<file path="src/rtl/fpu_op_sequencer.sv">
// fpu_op_sequencer: queues FPU commands, issues them one at a time, waits for
// completion or timeout, and holds the response until it is accepted.
module fpu_op_sequencer #(
    parameter int unsigned DEPTH   = 4,
    parameter int unsigned TIMEOUT = 64
) (
    input  logic        clk,
    input  logic        rst_l,
    input  logic        cmd_valid,
    output logic        cmd_ready,
    input  logic [12:0] cmd_op,
    input  logic [31:0] cmd_opa,
    input  logic [31:0] cmd_opb,
    input  logic [31:0] cmd_opc,
    input  logic [2:0]  cmd_frm,
    output logic [31:0] fpu_opa,
    output logic [31:0] fpu_opb,
    output logic [31:0] fpu_opc,
    output logic [2:0]  fpu_frm,
    output logic [12:0] fpu_op_valids,
    input  logic [31:0] fpu_result,
    input  logic [12:0] fpu_valids,
    input  logic [4:0]  fpu_exceptions,
    output logic        rsp_valid,
    input  logic        rsp_ready,
    output logic [31:0] rsp_result,
    output logic [4:0]  rsp_flags,
    output logic        rsp_timeout,
    output logic        rsp_err,
    output logic        busy,
    output logic        done_irq,
    input  logic        irq_clr,
    output logic [4:0]  fflags_acc,
    input  logic        flags_clr
);

    localparam int unsigned AW        = $clog2(DEPTH);
    localparam logic [AW:0] DEPTH_CNT = (AW + 1)'(DEPTH);
    localparam logic [7:0]  TO_LAST   = 8'(TIMEOUT - 1);

    typedef struct packed {
        logic [12:0] op;
        logic [31:0] opa;
        logic [31:0] opb;
        logic [31:0] opc;
        logic [2:0]  frm;
    } cmd_t;

    typedef enum logic [1:0] {
        IDLE,
        ISSUE,
        WAIT,
        RESP
    } state_t;

    state_t        state;
    state_t        next_state;

    cmd_t          fifo_mem [DEPTH];
    logic [AW-1:0] wr_ptr;
    logic [AW-1:0] rd_ptr;
    logic [AW:0]   count;
    logic          full;
    logic          empty;
    logic          push;
    logic          pop;

    logic [12:0]   hold_op;
    logic [7:0]    to_cnt;

    logic          fpu_done;
    logic          op_legal;
    logic          wait_done;
    logic          wait_expire;
    logic          issue_illegal;
    logic          enter_resp;

    // Low two valid bits are not completion indicators and are deliberately dropped.
    logic          unused_low_valids;
    assign unused_low_valids = ^fpu_valids[1:0];

    assign full      = (count == DEPTH_CNT);
    assign empty     = (count == '0);
    assign cmd_ready = !full;
    assign push      = cmd_valid && !full;
    assign pop       = (state == IDLE) && !empty;

    assign fpu_done      = |fpu_valids[12:2];
    assign op_legal      = |hold_op[12:2];
    assign wait_done     = (state == WAIT) && fpu_done;
    assign wait_expire   = (state == WAIT) && !fpu_done && (to_cnt == TO_LAST);
    assign issue_illegal = (state == ISSUE) && !op_legal;
    assign enter_resp    = wait_done || wait_expire || issue_illegal;

    assign rsp_valid = (state == RESP);
    assign busy      = (state != IDLE) || !empty;

    // Command storage; contents need no reset because occupancy is tracked by count.
    always_ff @(posedge clk) begin
        if (push) begin
            fifo_mem[wr_ptr] <= '{op: cmd_op, opa: cmd_opa, opb: cmd_opb,
                                  opc: cmd_opc, frm: cmd_frm};
        end
    end

    // FIFO pointers and occupancy; push and pop in one cycle leave count unchanged.
    always_ff @(posedge clk or negedge rst_l) begin
        if (!rst_l) begin
            wr_ptr <= '0;
            rd_ptr <= '0;
            count  <= '0;
        end else begin
            if (push) wr_ptr <= wr_ptr + 1'b1;
            if (pop)  rd_ptr <= rd_ptr + 1'b1;
            case ({push, pop})
                2'b10:   count <= count + 1'b1;
                2'b01:   count <= count - 1'b1;
                default: count <= count;
            endcase
        end
    end

    // FSM state register.
    always_ff @(posedge clk or negedge rst_l) begin
        if (!rst_l) state <= IDLE;
        else        state <= next_state;
    end

    // Next-state logic and the one-cycle FPU issue pulse.
    always_comb begin
        next_state    = state;
        fpu_op_valids = '0;
        case (state)
            IDLE:  if (!empty) next_state = ISSUE;
            ISSUE: begin
                if (op_legal) begin
                    fpu_op_valids = hold_op;
                    next_state    = WAIT;
                end else begin
                    next_state = RESP;
                end
            end
            WAIT:  if (fpu_done || (to_cnt == TO_LAST)) next_state = RESP;
            RESP:  if (rsp_ready) next_state = IDLE;
            default: next_state = IDLE;
        endcase
    end

    // Holding registers load on pop and stay stable until the next pop.
    always_ff @(posedge clk or negedge rst_l) begin
        if (!rst_l) begin
            hold_op <= '0;
            fpu_opa <= '0;
            fpu_opb <= '0;
            fpu_opc <= '0;
            fpu_frm <= '0;
        end else if (pop) begin
            hold_op <= fifo_mem[rd_ptr].op;
            fpu_opa <= fifo_mem[rd_ptr].opa;
            fpu_opb <= fifo_mem[rd_ptr].opb;
            fpu_opc <= fifo_mem[rd_ptr].opc;
            fpu_frm <= fifo_mem[rd_ptr].frm;
        end
    end

    // WAIT cycle counter: zeroed in ISSUE, counts every WAIT cycle.
    always_ff @(posedge clk or negedge rst_l) begin
        if (!rst_l)               to_cnt <= '0;
        else if (state == ISSUE)  to_cnt <= '0;
        else if (state == WAIT)   to_cnt <= to_cnt + 1'b1;
    end

    // Response registers are captured on the transition into RESP only.
    always_ff @(posedge clk or negedge rst_l) begin
        if (!rst_l) begin
            rsp_result  <= '0;
            rsp_flags   <= '0;
            rsp_timeout <= 1'b0;
            rsp_err     <= 1'b0;
        end else if (wait_done) begin
            rsp_result  <= fpu_result;
            rsp_flags   <= fpu_exceptions;
            rsp_timeout <= 1'b0;
            rsp_err     <= 1'b0;
        end else if (wait_expire) begin
            rsp_result  <= '0;
            rsp_flags   <= '0;
            rsp_timeout <= 1'b1;
            rsp_err     <= 1'b0;
        end else if (issue_illegal) begin
            rsp_result  <= '0;
            rsp_flags   <= '0;
            rsp_timeout <= 1'b0;
            rsp_err     <= 1'b1;
        end
    end

    // Completion interrupt: set on RESP entry has priority over clear.
    always_ff @(posedge clk or negedge rst_l) begin
        if (!rst_l)          done_irq <= 1'b0;
        else if (enter_resp) done_irq <= 1'b1;
        else if (irq_clr)    done_irq <= 1'b0;
    end

    // Sticky exception flags: accrual on normal completion has priority over clear.
    always_ff @(posedge clk or negedge rst_l) begin
        if (!rst_l)         fflags_acc <= '0;
        else if (wait_done) fflags_acc <= fflags_acc | fpu_exceptions;
        else if (flags_clr) fflags_acc <= '0;
    end

endmodule

</file>
<file path="config.mk">
export PLATFORM = sky130hd
export DESIGN_NAME = fpu_op_sequencer
export DESIGN_NICKNAME = d
export VERILOG_FILES = /design/src/rtl/fpu_op_sequencer.sv
export SDC_FILE = /design/constraint.sdc
export NUM_CORES = 1
export LEC_CHECK = 0
export CORE_MARGIN = 2
export CORE_UTILIZATION = 35
export CTS_CLUSTER_SIZE = 14
export DETAILED_ROUTE_END_ITERATION = 16
export PLACE_DENSITY = 0.54
export SLEW_MARGIN = 15
export SYNTH_ARGS = -nofsm -noshare
export SYNTH_HDL_FRONTEND = slang
export SYNTH_SLANG_ARGS = --single-unit
</file>
<file path="constraint.sdc">
create_clock -name clk -period 5 [get_ports clk]
set_clock_uncertainty 0.05 [all_clocks]
set_input_delay 1 -clock clk [delete_from_list [all_inputs] [get_ports clk]]
set_output_delay 1 -clock clk [all_outputs]
set_load 0.03 [all_outputs]
</file>
==> run_results.csv, run 1 <==
group,metric,value,unit
finish,nFillCells,5644,
job,max-cap-violations,0,
timing,postLayoutSetupSlackWorst,1.376,ns
place,dpl-instance-area,27480,sq um
global_route,number_of_global_route_vias_before_repair,13292,
floorplanning,io-pin-count,328,
logic_synthesis,synth_top_family_by_area,"multiplexers",
logic_synthesis,synth-compound-area-share,2.436,%
timing,setup-violations-final,0,
place,globalplace.congestion,0.7837,
detailed_routing,via_count,12363,
detailed_routing,drtPass1Iterations,5,
worst_setup_path,path_class,"flop to output port",
finish,layout-drive-gt1-share,15.00,%
worst_setup_path,crit-reg2reg-launch,"state[0]$_DFFE_PN0P_",
floorplanning,die-area,68110,sq um
place,place_hpwl,31.39,mm
logic_synthesis,synth-xor-area-share,0.3411,%
logic_synthesis,synth_edf_count,448,
worst_setup_path,startpoint_type,"flop",
worst_setup_path,crit_path_capture_type,"output port",
logic_synthesis,syn-num-nets,1477,
timing,fmax,275.9,MHz
finish,synthToLayoutAreaGrowth,28.09,%
logic_synthesis,ys_async_sr_fraction,27.97,%
timing,relSlewSlack,22.80,%
finish,most-common-layout-cells,"448 x sky130_fd_sc_hd__edfxtp_1, 344 x sky130_fd_sc_hd__nand2_1, 324 x sky130_fd_sc_hd__clkdlybuf4s50_1",
timing,final_period_minus_worst_setup_slack,3.624,ns
detailed_routing,drc,0,
timing,finalCritPeriodShare,72.48,%
detailed_routing,number_of_antenna_violating_nets_in_the_routed_design,0,
clocking,tritoncts,"done",
clocking,skew_pair_late_insertion_delay,0.59,ns
timing,max_slew.worst_pin.slew,1.158,ns
global_route,initial_antenna_violation_count,5,
power,powerDensity,643.7,nW/um^2
logic_synthesis,mappedNetlistArea,23110,sq um
timing,finalHoldViolations,0,
timing,timing.final.max_slew_violations,0,
power,worst_ir_drop_vdd,365.3,uV
clocking,post_cts.resized_instances,0,
logic_synthesis,synth-seq-cells,622,
worst_setup_path,critPathMaxStageDelay,0.69,ns
global_route,aggregate_global_routing_overflow,0,
logic_synthesis,post_synthesis_share_of_cell_area_spent_on_full_adders_half_adders_and_majority_gates,0.6821,%
worst_setup_path,crit_fanout,19,
clocking,cts_hold_buffers,0,
detailed_routing,routed_wire_length_per_instance,20.81,um
floorplanning,placementRows,94,
timing,setup_tns,0,ns
worst_setup_path,critical-path-top-delay-family,"buffers and inverters",
clocking,clkTransAtPathRegs,0.06,ns
timing,rsz_0062_raised_after_global_routing,"no",
worst_setup_path,r2r-end,"rd_ptr[1]$_DFFE_PN0P_",
worst_setup_path,rrSetupSlack,2.21,ns
clocking,post_cts.repair.setup_buffers,0,
finish,multiInputGateArea,4987,sq um
detailed_routing,drt_wl_total,53.51,mm
logic_synthesis,synth.yosys.seq_area_share,77.05,%
logic_synthesis,area_fraction_in_and_or_nand_and_nor_cells_after_synthesis,6.897,%
timing,finalHoldWorstSlack,0.3936,ns
clocking,cts_made_buffers,68,
global_route,grt_met3_usage,4.162,%
logic_synthesis,yosysWarnings,0,
floorplanning,die_height,261.0,um
finish,post_route_design_area,29600,sq um
global_route,groute.layer.met1.usage,19.71,%
place,place_worst_setup_slack,1.726,ns
clocking,cts_sinks,622,
place,portBuffers,325,
worst_setup_path,arrival,2.57,ns
floorplanning,core-area,65510,sq um
detailed_routing,drt_iter0_markers,778,
global_route,grt_first_pass_wirelength,79.94,mm
run_status,status,"complete, no violations",
floorplanning,die_x,261.0,um
global_route,globalRouteTotalUtil,15.74,%
worst_setup_path,worst_ep_required_time,3.95,ns
worst_setup_path,path_cells,"inv_1 > ha_1 > and3_1 > clkdlybuf4s50_1",
global_route,busiest_layer,"met2",
detailed_routing,route.detailed.vias_per_inst,4.807,
worst_setup_path,critPathBufInv,2,
clocking,cts.htree.levels,3,
finish,num-nets-final,1834,
floorplanning,floorplan.initialDensity,35.28,%
logic_synthesis,yosys_most_used_dff,"sky130_fd_sc_hd__edfxtp_1",
global_route,met2_usage,26.96,%
clocking,clock_path_buffers,3,
worst_hold_path,min-delay-path-class,"input port to async pin",
worst_setup_path,slowest_stage,"sky130_fd_sc_hd__clkdlybuf4s50_1",
power,leakage,10.85,nW
logic_synthesis,synth.avg_cell_area,17.82,sq um
worst_setup_path,r2r_cells,7,
clocking,cts-root-buf,"sky130_fd_sc_hd__clkbuf_16",
global_route,pin_count_of_the_biggest_net_entering_global_routing,112,
logic_synthesis,synth.area.mux_share,11.05,%
logic_synthesis,ys_types,47,
finish,ff_latch_area,17810,sq um
logic_synthesis,syn_inst,1297,
finish,layout.cells.most_common,"sky130_fd_sc_hd__edfxtp_1",
-- worst register-to-register path, delay by kind of cell (launching register included) --
| family | cells | cell delay [ns] |
|---|---|---|
| buffers and inverters | 3 | 1.55 |
| xor gates and xnor gates | 1 | 0.15 |
| adders and majority gates | 1 | 0.24 |
| DFF | 1 | 0.40 |
| and+or+nand+nor | 1 | 0.16 |
| AOI/OAI and AO/OA | 1 | 0.10 |
-- logic make-up after synthesis --
kind of cell | Yosys count
compound gates | 65
mux | 115
flops | 622
xor+xnor | 9
simple gates | 393
fa+ha+maj | 12
buf+inv | 81
-- worst max path at each step --
stage | from | to | slack [ns] | depth (start not counted)
after floorplan | cmd_valid | fifo_mem[0][0]$_DFFE_PP_ | 0.84 | 1
after global placement | fpu_valids[3] | rsp_result[9]$_DFFE_PN0P_ | 1.72 | 6
after detailed placement | cmd_valid | fifo_mem[2][43]$_DFFE_PP_ | 1.73 | 3
after CTS | state[0]$_DFFE_PN0P_ | busy | 1.30 | 4
after global routing | state[1]$_DFFE_PN0P_ | fpu_op_valids[1] | 1.22 | 4
final | state[1]$_DFFE_PN0P_ | fpu_op_valids[1] | 1.38 | 4
-- area by class of cell --
cell class                      instances  area share (%)
Multi-Input combinational cell        594           16.85
Clock buffer                           92           6.357
Inverter                               17          0.2240
Sequential cell                       622           60.18
Timing Repair Buffer                  351           11.91
Tap cell                              864           3.652
Clock inverter                         31          0.8199
Antenna cell                            1        0.008453
-- power breakdown --
part	leakage, nW	total [mW]	internal [mW]	switching, mW
Combinational	3.53	6.49	2.77	3.72
Sequential	6.27	7.81	7.04	0.772
Clock	1.05	4.75	2.76	2.00
Total	10.9	19.1	12.6	6.48
-- metrics by stage --
step                instances  total power, mW  utilization [%]
floorplan                1297            11.96                -
global placement         2448            14.50            41.94
detailed placement       2448            14.60            41.94
CTS                      2571            19.43            45.19
global route             2571            20.14            45.19
finish                   2572            19.06            45.19
-- synth_stat cells (2+ instances only) --
| cell | count | area (sq um) |
|---|---|---|
| sky130_fd_sc_hd__xor2_1 | 3 | 26.28 |
| sky130_fd_sc_hd__buf_6 | 2 | 22.52 |
| sky130_fd_sc_hd__buf_2 | 21 | 105.1 |
| sky130_fd_sc_hd__nand3_1 | 5 | 25.02 |
| sky130_fd_sc_hd__nand2_1 | 344 | 1291 |
| sky130_fd_sc_hd__dfrtp_1 | 174 | 4354 |
| sky130_fd_sc_hd__inv_1 | 16 | 60.06 |
| sky130_fd_sc_hd__buf_4 | 3 | 22.52 |
| sky130_fd_sc_hd__nor3_1 | 4 | 20.02 |
| sky130_fd_sc_hd__buf_1 | 4 | 15.01 |
| sky130_fd_sc_hd__and3_1 | 7 | 43.79 |
| sky130_fd_sc_hd__a31o_1 | 3 | 26.28 |
| sky130_fd_sc_hd__a32o_1 | 32 | 320.3 |
| sky130_fd_sc_hd__o21ai_0 | 5 | 25.02 |
| sky130_fd_sc_hd__o21a_1 | 5 | 37.54 |
| sky130_fd_sc_hd__nand4_1 | 2 | 12.51 |
| sky130_fd_sc_hd__mux4_2 | 112 | 2522 |
| sky130_fd_sc_hd__a31o_2 | 3 | 26.28 |
| sky130_fd_sc_hd__nor4_1 | 5 | 31.28 |
| sky130_fd_sc_hd__clkbuf_1 | 34 | 127.6 |
| sky130_fd_sc_hd__a21oi_1 | 6 | 30.03 |
| sky130_fd_sc_hd__xnor2_1 | 6 | 52.55 |
| sky130_fd_sc_hd__nor3b_1 | 2 | 15.01 |
| sky130_fd_sc_hd__and2_1 | 17 | 106.4 |
| sky130_fd_sc_hd__ha_1 | 11 | 137.6 |
| sky130_fd_sc_hd__nor2_1 | 3 | 11.26 |
| sky130_fd_sc_hd__edfxtp_1 | 448 | 13450 |
-- routing by layer --
metal	routed length, um	vias to the layer above
li1	-	5618
met1	22810	6371
met2	26380	305
met3	3454	61
met4	822	8
met5	51	-
-- registers in the layout (all words and copies together), names as in the netlist, 2 cells and up --
signal,flops
state,2
wr_ptr,2
fpu_opa,32
fflags_acc,5
rsp_result,32
fpu_opb,32
to_cnt,8
fpu_frm,3
count,3
hold_op,13
rd_ptr,2
fifo_mem,448
rsp_flags,5
fpu_opc,32
Note: power is estimated with default switching activity, not from simulation.
==> run 2: changes to the inputs <==
- PLACE_DENSITY: 0.54 -> 0.56
- clock period: 5 -> 3.15 ns (I/O delays scaled with it)
==> run 2 against run 1 <==
Effect of this change:
- setup slack got worse by 1.3 ns
- design area rose by 1.1%
- power rose by 62%
- sequential share of layout area fell by 0.64 points
- critical path depth did not move
- flip-flop and latch count did not move
- clock power rose by 70%
- combinational power rose by 63%
- critical endpoint is now fpu_op_valids[0]
- cell count barely moved
- largest cell class unchanged
==> run_results.csv, run 2 (synthesis gave the netlist of run 1 again) <==
group,metric,value,unit
timing,max_slew.worst_pin.slew,0.7842,ns
finish,finalNonFillerCells,2574,
detailed_routing,drt_wl_total,52.75,mm
worst_setup_path,critPathMaxStageDelay,0.59,ns
global_route,number_of_global_route_vias_before_repair,13302,
clocking,clock_path_buffers,3,
timing,finalHoldViolations,0,
global_route,pin_count_of_the_biggest_net_entering_global_routing,114,
finish,max_flop_register,"fifo_mem",
finish,synthToLayoutAreaGrowth,29.46,%
detailed_routing,drt_iter0_markers,619,
place,portBuffers,325,
detailed_routing,via_count,12382,
detailed_routing,number_of_antenna_violating_nets_in_the_routed_design,0,
worst_setup_path,worst_ep_required_time,2.47,ns
detailed_routing,drc,0,
finish,post_route_design_area,29920,sq um
worst_setup_path,path_class,"flop to output port",
floorplanning,io-pin-count,328,
worst_setup_path,arrival,2.35,ns
worst_hold_path,worstHoldEndpoint,"fpu_opa[8]$_DFFE_PN0P_",
worst_hold_path,hold_depth,2,
floorplanning,placementRows,94,
place,placedCellCount,2447,
finish,layout.cells.most_common,"sky130_fd_sc_hd__edfxtp_1",
clocking,post_cts.repair.setup_buffers,0,
place,place_hpwl,30.15,mm
job,max-cap-violations,0,
floorplanning,die_height,261.0,um
power,post-layout-total-power,30.90,mW
place,globalplace.congestion,0.7779,
floorplanning,core-area,65510,sq um
floorplanning,die_x,261.0,um
timing,relSlewSlack,47.72,%
worst_setup_path,r2r_cells,10,
timing,setup_tns,0,ns
global_route,globalRouteTotalUtil,15.47,%
worst_setup_path,crit_path_capture_type,"output port",
floorplanning,die-area,68110,sq um
clocking,clkTransAtPathRegs,0.05,ns
detailed_routing,drtPass1Iterations,5,
power,worst_ir_drop_vdd,570.1,uV
finish,max_reg_flops,448,
floorplanning,floorplan.initialDensity,35.28,%
timing,finalCritPeriodShare,96.31,%
timing,fmax,329.6,MHz
clocking,tritoncts,"done",
worst_hold_path,worst_hold_start,"fpu_opa[8]$_DFFE_PN0P_",
finish,final_core_util,45.67,%
finish,nFillCells,5624,
global_route,initial_antenna_violation_count,8,
detailed_routing,routed_wire_length_per_instance,20.49,um
place,dpl-instance-area,27610,sq um
worst_setup_path,path_cells,"nor4_1 > nand3_1 > and3_1 > clkdlybuf4s50_1",
timing,rsz_0062_raised_after_global_routing,"no",
worst_hold_path,min-delay-path-class,"flop to flop",
clocking,skew_pair_late_insertion_delay,0.59,ns
finish,most-common-layout-cells,"448 x sky130_fd_sc_hd__edfxtp_1, 344 x sky130_fd_sc_hd__nand2_1, 323 x sky130_fd_sc_hd__clkdlybuf4s50_1",
finish,layout-drive-gt1-share,15.11,%
worst_setup_path,slowest_stage,"sky130_fd_sc_hd__clkdlybuf4s50_1",
clocking,cts_made_buffers,68,
global_route,aggregate_global_routing_overflow,0,
power,powerDensity,1033,nW/um^2
run_status,status,"complete, no violations",
global_route,grt_first_pass_wirelength,79.05,mm
clocking,cts_sinks,622,
power,leakage,10.96,nW
worst_setup_path,crit_fanout,3,
timing,final_period_minus_worst_setup_slack,3.034,ns
finish,num-nets-final,1834,
detailed_routing,route.detailed.vias_per_inst,4.810,
timing,setup-violations-final,0,
worst_setup_path,r2r-end,"count[2]$_DFFE_PN0P_",
worst_setup_path,rrSetupSlack,0.90,ns
timing,timing.final.max_slew_violations,0,
worst_setup_path,startpoint_type,"flop",
clocking,cts-root-buf,"sky130_fd_sc_hd__clkbuf_16",
worst_setup_path,crit-reg2reg-launch,"count[0]$_DFFE_PN0P_",
clocking,cts.htree.levels,3,
run 2: stage by stage:
stage / setup slack (ns) / hold WS (ns)
floorplan: 0.3684 / 0.2844
global placement: 0.4958 / 0.4064
detailed placement: 0.4687 / 0.4110
CTS: 0.03806 / 0.4264
global route: 0.003085 / 0.4421
finish: 0.1163 / 0.4184
run 2: power breakdown:
group	switching, mW	internal [mW]
combinational	6.03	4.53
clock	3.15	4.91
sequential	1.09	11.2
run 2: final cells by class:
cell class / count / area [sq um] / share of cell area, %
Multi-Input combinational cell: 594 / 4990 / 16.68
Clock buffer: 97 / 1954 / 6.532
Antenna cell: 2 / 5.005 / 0.01673
Inverter: 17 / 66.31 / 0.2216
Timing Repair Buffer: 351 / 3666 / 12.25
Sequential cell: 622 / 17810 / 59.54
Clock inverter: 27 / 344.1 / 1.150
Tap cell: 864 / 1081 / 3.613
run 2: worst max-delay path by stage:
stage,start,end,cells past startpoint
floorplan,count[0]$_DFFE_PN0P_,fifo_mem[0][0]$_DFFE_PP_,3
global placement,state[0]$_DFFE_PN0P_,busy,4
CTS,state[1]$_DFFE_PN0P_,fpu_op_valids[0],4
global route,hold_op[3]$_DFFE_PN0P_,fpu_op_valids[0],4
detailed placement,fpu_valids[4],rsp_result[18]$_DFFE_PN0P_,6
finish,hold_op[3]$_DFFE_PN0P_,fpu_op_valids[0],4
run 2: what timing repair did:
item                       in CTS  in global routing
hold buffers                    1                  0
setup endpoints to repair       1                  9
hold endpoints to repair       34                  0
resized for setup               1                  1
pin swaps                       0                  0
run 2: metal layers:
metal	track usage, %	part of all wire, %	up-vias
met3	4.413	7.4	91
met4	4.861	2.0	12
met1	18.95	41	6351
li1	-	-	5603
met5	0	0.14	-
met2	26.54	50	325
run 2: critical path: cells and delay by family (launching register included):
kind	cells	cell delay (ns)
AND/OR/NAND/NOR	3	0.77
flip-flops	1	0.42
buffers and inverters	1	0.59
